[config.mk]
export PLATFORM = sky130hd
export DESIGN_NAME = sprite_fetch
export DESIGN_NICKNAME = d
export VERILOG_FILES = /design/src/rtl/sprite_pkg.sv /design/src/rtl/sprite_addr_gen.sv /design/src/rtl/sprite_fetch.sv
export SDC_FILE = /design/constraint.sdc
export NUM_CORES = 1
export LEC_CHECK = 0
export CORE_MARGIN = 8
export CORE_UTILIZATION = 50
export CTS_CLUSTER_SIZE = 10
export DETAILED_ROUTE_END_ITERATION = 8
export PLACE_DENSITY = 0.82
export SLEW_MARGIN = 30
export SYNTH_ARGS = -nofsm -noshare
export SYNTH_HDL_FRONTEND = slang
export SYNTH_SLANG_ARGS = --single-unit
[constraint.sdc]
create_clock -name clk -period 7.38 [get_ports clk]
set_input_delay 1.476 -clock clk [delete_from_list [all_inputs] [get_ports clk]]
set_output_delay 1.476 -clock clk [all_outputs]
set_load 0.03 [all_outputs]
[src/rtl/sprite_pkg.sv]
// Shared sprite types and constants: texel colour, screen coordinate, transparent key.
// Pure declarations, no logic.
package sprite_pkg;

  localparam int DEF_COORD_W = 10;
  localparam int H_RES       = 640;
  localparam int V_RES       = 480;

  typedef logic [11:0]            rgb_t;
  typedef logic [DEF_COORD_W-1:0] coord_t;

  localparam rgb_t TRANSPARENT = 12'h0F0;

endpackage

[src/rtl/sprite_addr_gen.sv]
// Combinational sprite hit test and SRAM texel address for one pixel coordinate.
// Zero latency, no backpressure.
module sprite_addr_gen
  import sprite_pkg::*;
#(
  parameter int ADDR_WIDTH  = 13,
  parameter int SPR_W       = 64,
  parameter int SPR_H       = 32,
  parameter int NUM_FRAMES  = 4,
  parameter int SCALE_SHIFT = 1,
  parameter int COORD_W     = 10
) (
  input  logic                          pix_valid,
  input  logic [COORD_W-1:0]            pix_x,
  input  logic [COORD_W-1:0]            pix_y,
  input  logic [COORD_W-1:0]            pos_x,
  input  logic [COORD_W-1:0]            pos_y,
  input  logic [$clog2(NUM_FRAMES)-1:0] frame,
  output logic                          hit,
  output logic [ADDR_WIDTH-1:0]         addr
);

  localparam int                     TX_W     = $clog2(SPR_W);
  localparam logic [COORD_W:0]       X_LIM    = (COORD_W+1)'(SPR_W << SCALE_SHIFT);
  localparam logic [COORD_W:0]       Y_LIM    = (COORD_W+1)'(SPR_H << SCALE_SHIFT);
  localparam logic [ADDR_WIDTH-1:0]  FRAME_SZ = ADDR_WIDTH'(SPR_W * SPR_H);

  logic [COORD_W:0] dx;
  logic [COORD_W:0] dy;
  logic [COORD_W:0] tx;
  logic [COORD_W:0] ty;

  // One extra bit keeps left/above-of-sprite pixels negative, so clipping never wraps.
  always_comb begin
    dx   = {1'b0, pix_x} - {1'b0, pos_x};
    dy   = {1'b0, pix_y} - {1'b0, pos_y};
    tx   = dx >> SCALE_SHIFT;
    ty   = dy >> SCALE_SHIFT;
    hit  = pix_valid && !dx[COORD_W] && !dy[COORD_W] && (dx < X_LIM) && (dy < Y_LIM);
    addr = ADDR_WIDTH'(frame) * FRAME_SZ + (ADDR_WIDTH'(ty) << TX_W) + ADDR_WIDTH'(tx);
  end

endmodule

[src/rtl/sprite_fetch.sv]
// Sprite overlay stage: hit test, SRAM read, compose sprite texel over background.
// 3-cycle latency, one pixel per clock, no backpressure.
module sprite_fetch
  import sprite_pkg::*;
#(
  parameter int DATA_WIDTH  = 12,
  parameter int ADDR_WIDTH  = 13,
  parameter int SPR_W       = 64,
  parameter int SPR_H       = 32,
  parameter int NUM_FRAMES  = 4,
  parameter int SCALE_SHIFT = 1,
  parameter int COORD_W     = 10
) (
  input  logic                          clk,
  input  logic                          reset_n,
  input  logic                          pix_valid_i,
  input  logic [COORD_W-1:0]            pix_x_i,
  input  logic [COORD_W-1:0]            pix_y_i,
  input  logic [DATA_WIDTH-1:0]         bg_rgb_i,
  input  logic                          frame_start_i,
  input  logic [COORD_W-1:0]            pos_x_i,
  input  logic [COORD_W-1:0]            pos_y_i,
  input  logic [$clog2(NUM_FRAMES)-1:0] frame_idx_i,
  output logic                          sram_en_o,
  output logic [ADDR_WIDTH-1:0]         sram_addr_o,
  input  logic [DATA_WIDTH-1:0]         sram_data_i,
  output logic                          rgb_valid_o,
  output logic [DATA_WIDTH-1:0]         rgb_o,
  output logic                          hit_o
);

  localparam int FRAME_W = $clog2(NUM_FRAMES);

  logic [COORD_W-1:0]    pos_x_q;
  logic [COORD_W-1:0]    pos_y_q;
  logic [FRAME_W-1:0]    frame_q;

  logic                  hit;
  logic [ADDR_WIDTH-1:0] addr;

  logic                  s1_valid;
  logic                  s1_hit;
  logic [DATA_WIDTH-1:0] s1_bg;
  logic                  s2_valid;
  logic                  s2_hit;
  logic [DATA_WIDTH-1:0] s2_bg;

  sprite_addr_gen #(
    .ADDR_WIDTH (ADDR_WIDTH),
    .SPR_W      (SPR_W),
    .SPR_H      (SPR_H),
    .NUM_FRAMES (NUM_FRAMES),
    .SCALE_SHIFT(SCALE_SHIFT),
    .COORD_W    (COORD_W)
  ) u_addr_gen (
    .pix_valid(pix_valid_i),
    .pix_x    (pix_x_i),
    .pix_y    (pix_y_i),
    .pos_x    (pos_x_q),
    .pos_y    (pos_y_q),
    .frame    (frame_q),
    .hit      (hit),
    .addr     (addr)
  );

  always_ff @(posedge clk) begin
    if (!reset_n) begin
      pos_x_q     <= '0;
      pos_y_q     <= '0;
      frame_q     <= '0;
      sram_en_o   <= 1'b0;
      sram_addr_o <= '0;
      s1_valid    <= 1'b0;
      s1_hit      <= 1'b0;
      s1_bg       <= '0;
      s2_valid    <= 1'b0;
      s2_hit      <= 1'b0;
      s2_bg       <= '0;
      rgb_valid_o <= 1'b0;
      rgb_o       <= '0;
      hit_o       <= 1'b0;
    end else begin
      // Shadow registers update after this cycle's pixel has used the old values.
      if (frame_start_i) begin
        pos_x_q <= pos_x_i;
        pos_y_q <= pos_y_i;
        frame_q <= (32'(frame_idx_i) >= NUM_FRAMES) ? '0 : frame_idx_i;
      end

      sram_en_o   <= hit;
      sram_addr_o <= addr;
      s1_valid    <= pix_valid_i;
      s1_hit      <= hit;
      s1_bg       <= bg_rgb_i;

      s2_valid    <= s1_valid;
      s2_hit      <= s1_hit;
      s2_bg       <= s1_bg;

      // SRAM data is only trusted when this pixel actually issued the read.
      rgb_valid_o <= s2_valid;
      if (s2_valid && s2_hit && (sram_data_i != DATA_WIDTH'(TRANSPARENT))) begin
        rgb_o <= sram_data_i;
        hit_o <= 1'b1;
      end else begin
        rgb_o <= s2_valid ? s2_bg : '0;
        hit_o <= 1'b0;
      end
    end
  end

endmodule
Word-level counts from Yosys, hierarchy flattened
Index checks and enable logic that the tools add are counted.
{"block": "totals", "ff_bits": 77, "input_bits": 70, "out_inout_bits": 28}
{"block": "classes", "add_sub_neg": 4, "n_reduce_logical": 8, "eq_ne": 1, "n_mux": 3, "magnitude_cmp": 2}
{"operator": "$mux W12", "n": 2}
{"operator": "$sub A10 B10 Y11", "n": 2}
{"operator": "$add A13 B10 Y13", "n": 1}
{"operator": "$add A13 B13 Y13", "n": 1}
{"operator": "$ne A12 B8 Y1 const B", "n": 1}
{"operator": "$lt A11 B7 Y1 const B", "n": 1}
{"operator": "$lt A11 B8 Y1 const B", "n": 1}
{"operator": "$logic_and A1 B1 Y1", "n": 6}
{"operator": "$logic_not A1 Y1", "n": 2}
{"operator": "$mux W1", "n": 1}

Depth between registers and ports, before layout
Gate-level depths: netlist (run 1).
{"block": "logic_depth", "ltp_word": 6, "mapped_depth": 15}

Cells and area by module
From an unflattened synthesis (run 1), not the netlist that was laid out.
{"block": "hier_totals", "cells_unflattened": 392, "hier_area_um2": 3736.1}
{"mod": "sprite_fetch", "cells_per_inst": 239, "area_per_inst_um2": 2628.8, "instances": 1, "seq_area_each_um2": 1541.5}
{"mod": "sprite_addr_gen", "cells_per_inst": 153, "area_per_inst_um2": 1107.3, "instances": 1, "seq_area_each_um2": 0.0}

Worst setup path before layout (run 1)
No wires, ideal clock.
{"block": "synth_timing", "kind": "input to register", "start": "input pix_x_i[4]", "end": "register sram_addr_o[12]", "setup_ps": 115, "required_time_ps": 7265, "slack_ps": 2823, "cell_stages": 14, "t_arrival_ps": 4442, "path_buffers": 0, "cell_sequence": "ha_1 a21o_1 a21oi_2 o21ai_0 a211oi_1 nor2_1 ha_1 fa_1 a211o_1 nand4b_1 nor3_1 nor4_4 xnor3_1 and2_1"}
{"block": "synth_via", "elab_chain_len": 2}
{"item": "start, declared", "line_no": "sprite_fetch.sv:17", "text": "input logic [COORD_W-1:0] pix_x_i,"}
{"item": "$sub A10 B10 Y11", "line_no": "sprite_addr_gen.sv:35", "text": "dx = {1'b0, pix_x} - {1'b0, pos_x};"}
{"item": "$add A13 B10 Y13", "line_no": "sprite_addr_gen.sv:40", "text": "addr = ADDR_WIDTH'(frame) * FRAME_SZ + (ADDR_WIDTH'(ty) << TX_W) + ADDR_WIDTH'(tx);"}
{"item": "end signal, assigned", "line_no": "sprite_fetch.sv:91", "text": "sram_addr_o <= addr;"}
{"item": "end, declared", "line_no": "sprite_fetch.sv:25", "text": "output logic [ADDR_WIDTH-1:0] sram_addr_o,"}
No other way between the ends.
A chain may end at the register's enable or synchronous reset.

Worst setup path after layout (run 1)
Same ends and word-level chain as after synthesis.

==> results of run 1 <==
worst max-delay path, delay by kind of cell:
kind                     cells  cell delay (ps)
AO/OA/AOI/OAI                5             1230
XOR/XNOR                     1              330
adder cells (fa/ha/maj)      3             1020
buffers and inverters        1              420
AND/OR/NAND/NOR              5              710
layer usage:
| layer | up-vias | wire length [um] | track usage |
|---|---|---|---|
| met3 | 10 | 576 | 0.04605 |
| li1 | 1493 | - | - |
| met4 | 0 | 124 | 0.06758 |
| met1 | 1347 | 3745 | 0.1862 |
| met5 | - | 0 | 0 |
| met2 | 85 | 3863 | 0.2874 |
cell usage in the layout (no fill, tap or decap), drive strengths merged, types with 2 or more instances in the layout:
| cell type | netlist | routed |
|---|---|---|
| xnor2 | 7 | 7 |
| o2111ai | 4 | 4 |
| nor4 | 2 | 2 |
| ha | 23 | 23 |
| xor2 | 4 | 4 |
| mux2i | 27 | 27 |
| mux2 | 2 | 2 |
| inv | 31 | 34 |
| a31oi | 3 | 3 |
| clkdlybuf4s50 | 0 | 97 |
| a2111oi | 3 | 3 |
| and3 | 2 | 2 |
| o21ai | 12 | 12 |
| nand2b | 8 | 8 |
| o21a | 5 | 5 |
| nand3 | 4 | 4 |
| buf | 2 | 2 |
| nand4b | 2 | 2 |
| clkbuf | 11 | 9 |
| or3 | 2 | 2 |
| a211oi | 2 | 2 |
| fa | 3 | 3 |
| nand2 | 22 | 22 |
| nor4b | 2 | 2 |
| dfxtp | 77 | 77 |
| o211a | 2 | 2 |
| nor2 | 46 | 46 |
| clkinvlp | 0 | 4 |
| a21oi | 18 | 18 |
| and2 | 31 | 31 |
| a21o | 7 | 7 |
| nor2b | 4 | 4 |
| nor3 | 5 | 5 |
final timing paths:
path	cells past startpoint	start	end	slack, ps
max	15	pix_x_i[4]	sram_addr_o[12]$_SDFF_PN0_	2450
min	1	s1_bg[4]$_SDFF_PN0_	s2_bg[4]$_SDFF_PN0_	440
max reg2reg	15	pos_x_q[4]$_SDFFE_PN0P_	sram_addr_o[12]$_SDFF_PN0_	3650
min reg2reg	1	s1_bg[4]$_SDFF_PN0_	s2_bg[4]$_SDFF_PN0_	440
kinds of logic after synthesis:
kind of cell             synth area share
AND/OR/NAND/NOR                    0.1951
buffers and inverters             0.04662
AO/OA/AOI/OAI                      0.1233
adder cells (fa/ha/maj)           0.09600
flip-flops                         0.4254
multiplexers                      0.08080
XOR/XNOR                          0.03280
layout make-up:
type,instances,area (sq um),area share
multi-input cells,264,1913,0.3934
flip-flops and latches,77,1541,0.3170
repair buffers,99,985.9,0.2027
clock buffers,9,123.9,0.02547
well taps,99,123.9,0.02547
inverters,31,116.4,0.02393
clock inverters,7,58.81,0.01209
through the flow:
stage               instance area, sq um  setup WS [ps]  power, uW  instances
global route                        4863           2314       1107        586
CTS                                 4863           2493       1061        586
detailed placement                  4681           2152      760.4        570
finish                              4863           2447       1051        586
global placement                    4681           2267      752.2        570
floorplan                           3623           2823      653.2        385
flip-flops by register name, indices dropped and copies added, names as in the netlist:
signal / flops
s2_bg: 12
s1_valid: 1
s2_hit: 1
hit_o: 1
rgb_o: 12
rgb_valid_o: 1
s2_valid: 1
s1_hit: 1
pos_x_q: 10
frame_q: 2
pos_y_q: 10
s1_bg: 12
sram_addr_o: 13
power groups by stage:
stage	sequential, uW	clock, uW	combinational [uW]
after global routing	458	325	324
after global placement	464	0	288
after floorplan	497	0	156
final	455	299	297
after CTS	456	307	298
after detailed placement	465	0	295
==> out/metrics.csv, run 1 <==
metric,value,unit
fin crit period,4933,ps
CTS tree,yes,
Post-Syn Area,3623,sq um
RSZ-0062 raised after global routing,false,
first-pass detailed-route iteration total,4,
CTS resizes,0,
WHS,438.4,ps
final setup TNS,0,ps
number of flops mapped to enable cells by yosys,0,
All-Layer GR Usage,0.1654,
later-pin clock latency in the skew report,350,ps
CP Data Arrival Time,5180,ps
Root Buffer,clkbuf_8,
share of the synthesized area in the top cell type,0.4254,
Static Leak,0.002051,uW
ant diodes,0,
Via density,5.009,
largest net degree at the start of global routing,33,
register area share after synthesis,0.4254,
final core utilization,0.6815,
post-synthesis cell type count,51,
Setup Buffers After CTS,0,
Sequential Power Share,0.433,
Pwr Density,216.1,nW/um^2
CTS buffer count,9,
Die Area,10230,sq um
Pint,717.5,uW
CP max stage delay,430,ps
Max Transition Viols Final,0,
via count,2935,
worst setup path category,in2reg,
clock transition at the registers of the reported paths,90,ps
"area leader, netlist",dfxtp_1,
Clock Tree Buf Depth,2,
Die Wd,101.1,um
Worst Path Required,7630,ps
effective utilization at floorplan,0.5077,
grt total ovfl,0,
WL per Instance,14.18,um
NetSw,333.4,uW
most frequent cell after synthesis,dfxtp_1,
vias in the first global route,3029,
Synth area leaders,"dfxtp_1 (43%), ha_1 (7.9%), mux2i_1 (7.5%), and2_1 (5.4%), nor2_1 (4.8%)",
area delta synth->final,34.22,%
Worst path slowest cell,fa_1,
CP cell instances,clkdlybuf4s50_1 -> ha_1 -> a21o_1 -> a21oi_2 -> o21ai_0 -> a211oi_1 -> nor2_1 -> ha_1 -> fa_1 -> a211o_1 -> nand4b_1 -> nor3_1 -> nor4_4 -> xnor3_1 -> and2_1,
row count,31,
final WL,8.309,mm
Final Setup Violations,0,
Final Wtd Congestion,0.8095,
Max Freq,202.7,MHz
Mapped Cells,385,
Layout Nets,578,
DRT iter0 DRCs,70,
Core Area,7137,sq um
initial antenna violation count,0,
final clock skew,9.440,ps
asr flop ratio synth,0,
CTS HTree Levels,3,
Slew headroom,0.6325,
TritonCTS Sinks,77,
Setup crit start kind,input pin,
fillcell total,616,
Least-Margin Pin Slew,550.4,ps
share of post-route cells with drive strength above 1,0.06160,
number of synthesized register bits,77,
synthesized area per cell,9.412,sq um
VDD IR max,0.1006,mV
Net Sw Frac,0.3173,
crit-path most repeated cell,ha_1,
post-cts hold buffer count,0,
port bufs,97,
Commonest cells post-synth,"dfxtp_1 (77), nor2_1 (46), and2_1 (31), inv_1 (31), mux2i_1 (27)",
global-route wire length before repair,13.53,mm
# DRC,0,
Post-Syn Nets,481,
Post-DP HPWL,6.403,mm
Clock power frac,0.284,
CP Capture Type,flip-flop,
Worst Path Max Fanout,5,
Die Y,101.1,um
Routed Antenna Nets,0,
"Top FF cell, synth",dfxtp_1,
max cap viols,0,
Final Hold Vio Count,0,
combinational share of power,0.283,
IO Count,98,
Min-Delay Path Class,reg2reg,
Final period util,0.6684,
outcome,"complete, no violations",
Synth Warn #,0,
Power figures use the tool's default switching activity.
==> run 2, diff against run 1 <==
--- a/config.mk
+++ b/config.mk
@@ -6,10 +6,10 @@
 export NUM_CORES = 1
 export LEC_CHECK = 0
 export CORE_MARGIN = 8
-export CORE_UTILIZATION = 50
+export CORE_UTILIZATION = 44
 export CTS_CLUSTER_SIZE = 10
 export DETAILED_ROUTE_END_ITERATION = 8
-export PLACE_DENSITY = 0.82
+export PLACE_DENSITY = 0.77
 export SLEW_MARGIN = 30
 export SYNTH_ARGS = -nofsm -noshare
 export SYNTH_HDL_FRONTEND = slang
==> constraint.sdc (replaced) <==
create_clock -name clk -period 4.4 [get_ports clk]
set_input_delay 0.88 -clock clk [delete_from_list [all_inputs] [get_ports clk]]
set_output_delay 0.88 -clock clk [all_outputs]
set_load 0.03 [all_outputs]
==> out/metrics.csv, run 2 (same netlist as run 1, synthesis figures left out) <==
metric,value,unit,change
outcome,"complete, no violations",,
Setup crit start kind,input pin,,
CP cell instances,clkdlybuf4s50_1 -> ha_1 -> a21oi_1 -> o21a_1 -> o21ai_0 -> a211oi_1 -> nor2_1 -> ha_1 -> fa_1 -> a211o_1 -> nand4b_1 -> nor3_1 -> nor4_4 -> xnor3_1 -> and2_1,,
DP Worst Slack,-88.64,ps,-2240 ps
Worst Setup EP,sram_addr_o[12]$_SDFF_PN0_,,
Final Worst Setup Slack,270.5,ps,-2177 ps
Final Setup Violations,0,,unchanged
CTS buffer count,9,,unchanged
CTS HTree Levels,3,,unchanged
Worst Path Max Fanout,4,,-1
effective utilization at floorplan,0.4477,,-0.05997
Least-Margin Pin Slew,540.8,ps,-9.569 ps
reg2reg start,pos_x_q[2]$_SDFFE_PN0P_,,
Final period util,0.9385,,
CTS resizes,0,,unchanged
DRT iter0 DRCs,139,,+99%
crit-path most repeated cell,ha_1,,
Die Wd,106.7,um,+5.6%
IO Count,98,,unchanged
Core Area,8093,sq um,+13%
max cap viols,0,,unchanged
Min-Delay Path Class,reg2reg,,
Final Hold Vio Count,0,,unchanged
ant diodes,0,,unchanged
area delta synth->final,36.53,%,
CTS tree,yes,,
Via density,4.898,,-2.2%
vias in the first global route,2937,,-3.0%
# DRC,0,,unchanged
final core utilization,0.6113,,-0.07013
CP Data Arrival Time,4380,ps,-800 ps
final clock skew,8.664,ps,-0.7754 ps
post-cts hold buffer count,0,,unchanged
Clock Tree Buf Depth,2,,unchanged
TritonCTS Sinks,77,,unchanged
initial antenna violation count,0,,unchanged
Root Buffer,clkbuf_8,,
most frequent cells in the layout,"clkdlybuf4s50_1 (97), dfxtp_1 (77), nor2_1 (46)",,
most flop-heavy register,sram_addr_o,,
final setup TNS,0,ps,unchanged
Final Wtd Congestion,0.8711,,+7.6%
crit path from,pix_x_i[2],,
VDD IR max,0.1676,mV,+67%
Worst path slowest cell,clkdlybuf4s50_1,,
Max Transition Viols Final,0,,unchanged
Die Y,106.7,um,+5.6%
All-Layer GR Usage,0.1509,,-0.01449
Die Area,11390,sq um,+11%
port bufs,97,,unchanged
CP Capture Type,flip-flop,,
Slew headroom,0.6389,,+0.006388
Max Freq,242.2,MHz,
clock transition at the registers of the reported paths,90,ps,about the same
FF-to-FF End,sram_addr_o[12]$_SDFF_PN0_,,
Post-DP HPWL,6.581,mm,+2.8%
worst reg2reg path depth,15,,unchanged
global-route wire length before repair,13.85,mm,+2.4%
Pwr Density,369.8,nW/um^2,+71%
fillcell total,715,,+16%
Static Leak,0.002102,uW,+2.5%
"commonest non-fill, non-tap cell in the layout",clkdlybuf4s50_1,,
worst setup path category,in2reg,,
fin crit period,4130,ps,
first-pass detailed-route iteration total,4,,unchanged
reg2reg setup slack,860,ps,-2790 ps
row count,33,,+6.5%
Worst Path Required,4650,ps,-2980 ps
Setup Buffers After CTS,0,,unchanged
Multi-input gate area,1913,sq um,unchanged
Routed Antenna Nets,0,,unchanged
via count,2934,,-0.034%
share of post-route cells with drive strength above 1,0.07490,,+0.01330
grt total ovfl,0,,unchanged
max reg flops,13,,unchanged
largest net degree at the start of global routing,33,,unchanged
Layout Nets,585,,+1.2%
final WL,8.293,mm,-0.19%
RSZ-0062 raised after global routing,false,,
register area,1541,sq um,unchanged
CP max stage delay,420,ps,about the same
later-pin clock latency in the skew report,350,ps,about the same
WL per Instance,13.84,um,-2.4%
==> run 2: cell types whose count changed in the layout (fill, tap and decap cells not counted) <==
cell,previous run,this run
bufinv_16,0,1
clkinvlp_4,4,2
clkinv_4,0,1
buf_4,2,9
==> run 2: final cells by class <==
cell class	instances	area share
Clock buffer	9	0.02504
Clock inverter	7	0.01669
Inverter	31	0.02352
Multi-Input combinational cell	264	0.3867
Sequential cell	77	0.3116
Tap cell	105	0.02656
Timing Repair Buffer	106	0.2099
==> run 2: how the worst min path moves through the flow <==
stage	startpoint	to	slack, ps	depth (start not counted)
CTS	s1_bg[7]$_SDFF_PN0_	s2_bg[7]$_SDFF_PN0_	440	1
global placement	s1_bg[7]$_SDFF_PN0_	s2_bg[7]$_SDFF_PN0_	420	1
detailed placement	s1_valid$_SDFF_PN0_	s2_valid$_SDFF_PN0_	420	1
global route	s1_bg[3]$_SDFF_PN0_	s2_bg[3]$_SDFF_PN0_	460	1
finish	s1_bg[11]$_SDFF_PN0_	s2_bg[11]$_SDFF_PN0_	440	1
floorplan	s1_bg[0]$_SDFF_PN0_	s2_bg[0]$_SDFF_PN0_	410	1
==> run 2: power breakdown <==
group	total (uW)	leakage, uW	switching (uW)	internal [uW]
Clock	558	0.0000984	287	271
Sequential	763	0.000634	16.0	747
Combinational	509	0.00137	256	253
Total	1830	0.00210	559	1270
==> run 2: layer usage <==
metal	GRT usage	part of all wire
met4	0.05528	0.016
met1	0.1844	0.47
met3	0.04919	0.061
met5	0	0
met2	0.2425	0.46
==> run 2: worst max-delay path: cells and delay by family <==
family / cells / cell delay [ps]
xor gates and xnor gates: 1 / 350
adders and majority gates: 3 / 950
and+or+nand+nor: 5 / 710
buffers and inverters: 1 / 420
AOI/OAI and AO/OA: 5 / 1070
==> run 2: through the flow <==
step	hold WS (ps)	instance area [sq um]	std cells	power, uW
final	437.1	4947	599	1830
after global routing	456.1	4947	599	1932
after CTS	442.1	4947	599	1846
after detailed placement	419.9	4741	583	1290
after global placement	415.1	4741	583	1277
after floorplan	411.9	3623	385	1096
==> run 3, diff against run 2 <==
--- a/config.mk
+++ b/config.mk
@@ -9,6 +9,7 @@
 export CORE_UTILIZATION = 44
 export CTS_CLUSTER_SIZE = 10
 export DETAILED_ROUTE_END_ITERATION = 8
+export GPL_TIMING_DRIVEN = 0
 export PLACE_DENSITY = 0.77
 export SLEW_MARGIN = 30
 export SYNTH_ARGS = -nofsm -noshare
==> out/metrics.csv, run 3 (same netlist as run 1, synthesis figures left out) <==
metric,value,unit,change
outcome,"complete, no violations",,
later-pin clock latency in the skew report,350,ps,about the same
Core Area,8093,sq um,unchanged
final WL,8.086,mm,-2.5%
WL per Instance,13.41,um,-3.1%
Die Wd,106.7,um,unchanged
vias in the first global route,2925,,-0.41%
grt total ovfl,0,,unchanged
Via density,4.851,,-0.97%
Final Setup Violations,0,,unchanged
Post-DP HPWL,6.673,mm,+1.4%
worst setup path category,in2reg,,
Worst Path Required,4640,ps,about the same
Final Hold Vio Count,0,,unchanged
Slew headroom,0.5099,,-0.1290
CP Capture Type,flip-flop,,
CP Data Arrival Time,4420,ps,+40 ps
CTS tree,yes,,
Max Freq,239.6,MHz,-1.1%
# DRC,0,,unchanged
max cap viols,0,,unchanged
VDD IR max,0.2056,mV,+23%
Min-Delay Path Class,reg2reg,,
Clock Tree Buf Depth,2,,unchanged
RSZ-0062 raised after global routing,false,,
CTS buffer count,9,,unchanged
WHS,439.3,ps,+2.218 ps
Routed Antenna Nets,0,,unchanged
Final Wtd Congestion,0.7917,,-9.1%
Pwr Density,358.4,nW/um^2,-3.1%
TritonCTS Sinks,77,,unchanged
All-Layer GR Usage,0.1435,,-0.007416
"commonest non-fill, non-tap cell in the layout",clkdlybuf4s50_1,,
share of post-route cells with drive strength above 1,0.06225,,-0.01265
first-pass detailed-route iteration total,7,,+3
Root Buffer,clkbuf_8,,
initial antenna violation count,0,,unchanged
Worst Path Max Fanout,5,,+1
Static Leak,0.002070,uW,-1.5%
Max Transition Viols Final,0,,unchanged
clock transition at the registers of the reported paths,80,ps,about the same
effective utilization at floorplan,0.4477,,unchanged
largest net degree at the start of global routing,17,,-48%
DP Worst Slack,-421.4,ps,-332.8 ps
fin crit period,4174,ps,+44.34 ps
row count,33,,unchanged
Setup crit start kind,input pin,,
Die Y,106.7,um,unchanged
area delta synth->final,36.02,%,
max reg flops,13,,unchanged
most frequent cells in the layout,"clkdlybuf4s50_1 (96), dfxtp_1 (77), nor2_1 (46)",,
Die Area,11390,sq um,unchanged
Hold Path Origin,s1_bg[2]$_SDFF_PN0_,,
CTS HTree Levels,3,,unchanged
Final period util,0.9486,,+0.01008
Least-Margin Pin Slew,735.1,ps,+194.3 ps
Layout Nets,589,,+0.68%
global-route wire length before repair,13.32,mm,-3.8%
reg2reg start,pos_x_q[2]$_SDFFE_PN0P_,,
final clock skew,11.35,ps,+2.685 ps
Final Worst Setup Slack,226.2,ps,-44.34 ps
crit path from,pix_x_i[4],,
DRT iter0 DRCs,64,,-54%
most flop-heavy register,sram_addr_o,,
ant diodes,0,,unchanged
IO Count,98,,unchanged
via count,2925,,-0.31%
port bufs,96,,-1.0%
==> run 3: final cells by class <==
cell class,instances,area [sq um]
repair buffers,97,968.4
clock inverters,7,66.31
inverters,31,116.4
flip-flops and latches,77,1541
fillers,711,3164
multi-input cells,264,1928
plain buffers,13,52.55
well taps,105,131.4
clock buffers,9,123.9
==> run 3: path summary, 6_finish.rpt <==
| check | endpoint | slack [ps] | cells after the start |
|---|---|---|---|
| setup / recovery | sram_addr_o[12]$_SDFF_PN0_ | 230 | 15 |
| hold / removal | s2_bg[2]$_SDFF_PN0_ | 440 | 1 |
| setup reg to reg | sram_addr_o[12]$_SDFF_PN0_ | 830 | 15 |
| hold reg to reg | s2_bg[2]$_SDFF_PN0_ | 440 | 1 |
==> run 3: metal layers <==
metal / wire, um / vias to the layer above / global-route usage
met4: 140 / 0 / 0.06633
met1: 3738 / 1314 / 0.1708
met2: 3799 / 82 / 0.2425
met3: 408 / 10 / 0.02999
li1: - / 1519 / -
met5: 0 / - / 0
==> run 3: stage by stage <==
stage	utilization	instances	instance area [sq um]	setup TNS, ps	power [uW]
4_1_cts	0.6068	602	4911	0	1780
2_1_floorplan	-	385	3623	0	1096
5_1_grt	0.6090	603	4928	0	1865
3_3_place_gp	0.5827	586	4716	-389.5	1265
3_5_place_dp	0.5827	586	4716	-421.4	1277
6_report	0.6090	603	4928	0	1766
==> run 3: timing repair <==
action,4_1_cts,5_1_grt
pin swaps,0,2
setup endpoints to repair,1,1
gates cloned,0,0
resized for setup,1,2
hold buffers,0,0
setup buffers,0,1
==> run 3: critical path, stage by stage <==
cell             delay (ps)
clkdlybuf4s50_1         490
ha_2                    310
a21o_1                  220
a21oi_4                 200
o21ai_0                 140
a211oi_2                240
nor2_1                  100
ha_1                    210
fa_1                    430
a211o_1                 310
nand4b_1                100
nor3_1                   70
nor4_4                  270
xnor3_1                 270
and2_1                  170
==> run 3: report_power, final <==
part	leakage, uW	internal (uW)	switching [uW]	total, uW
logic	0.00135	245	253	499
clock network	0.0000896	216	287	503
registers	0.000634	747	16.8	764
total	0.00207	1210	558	1770
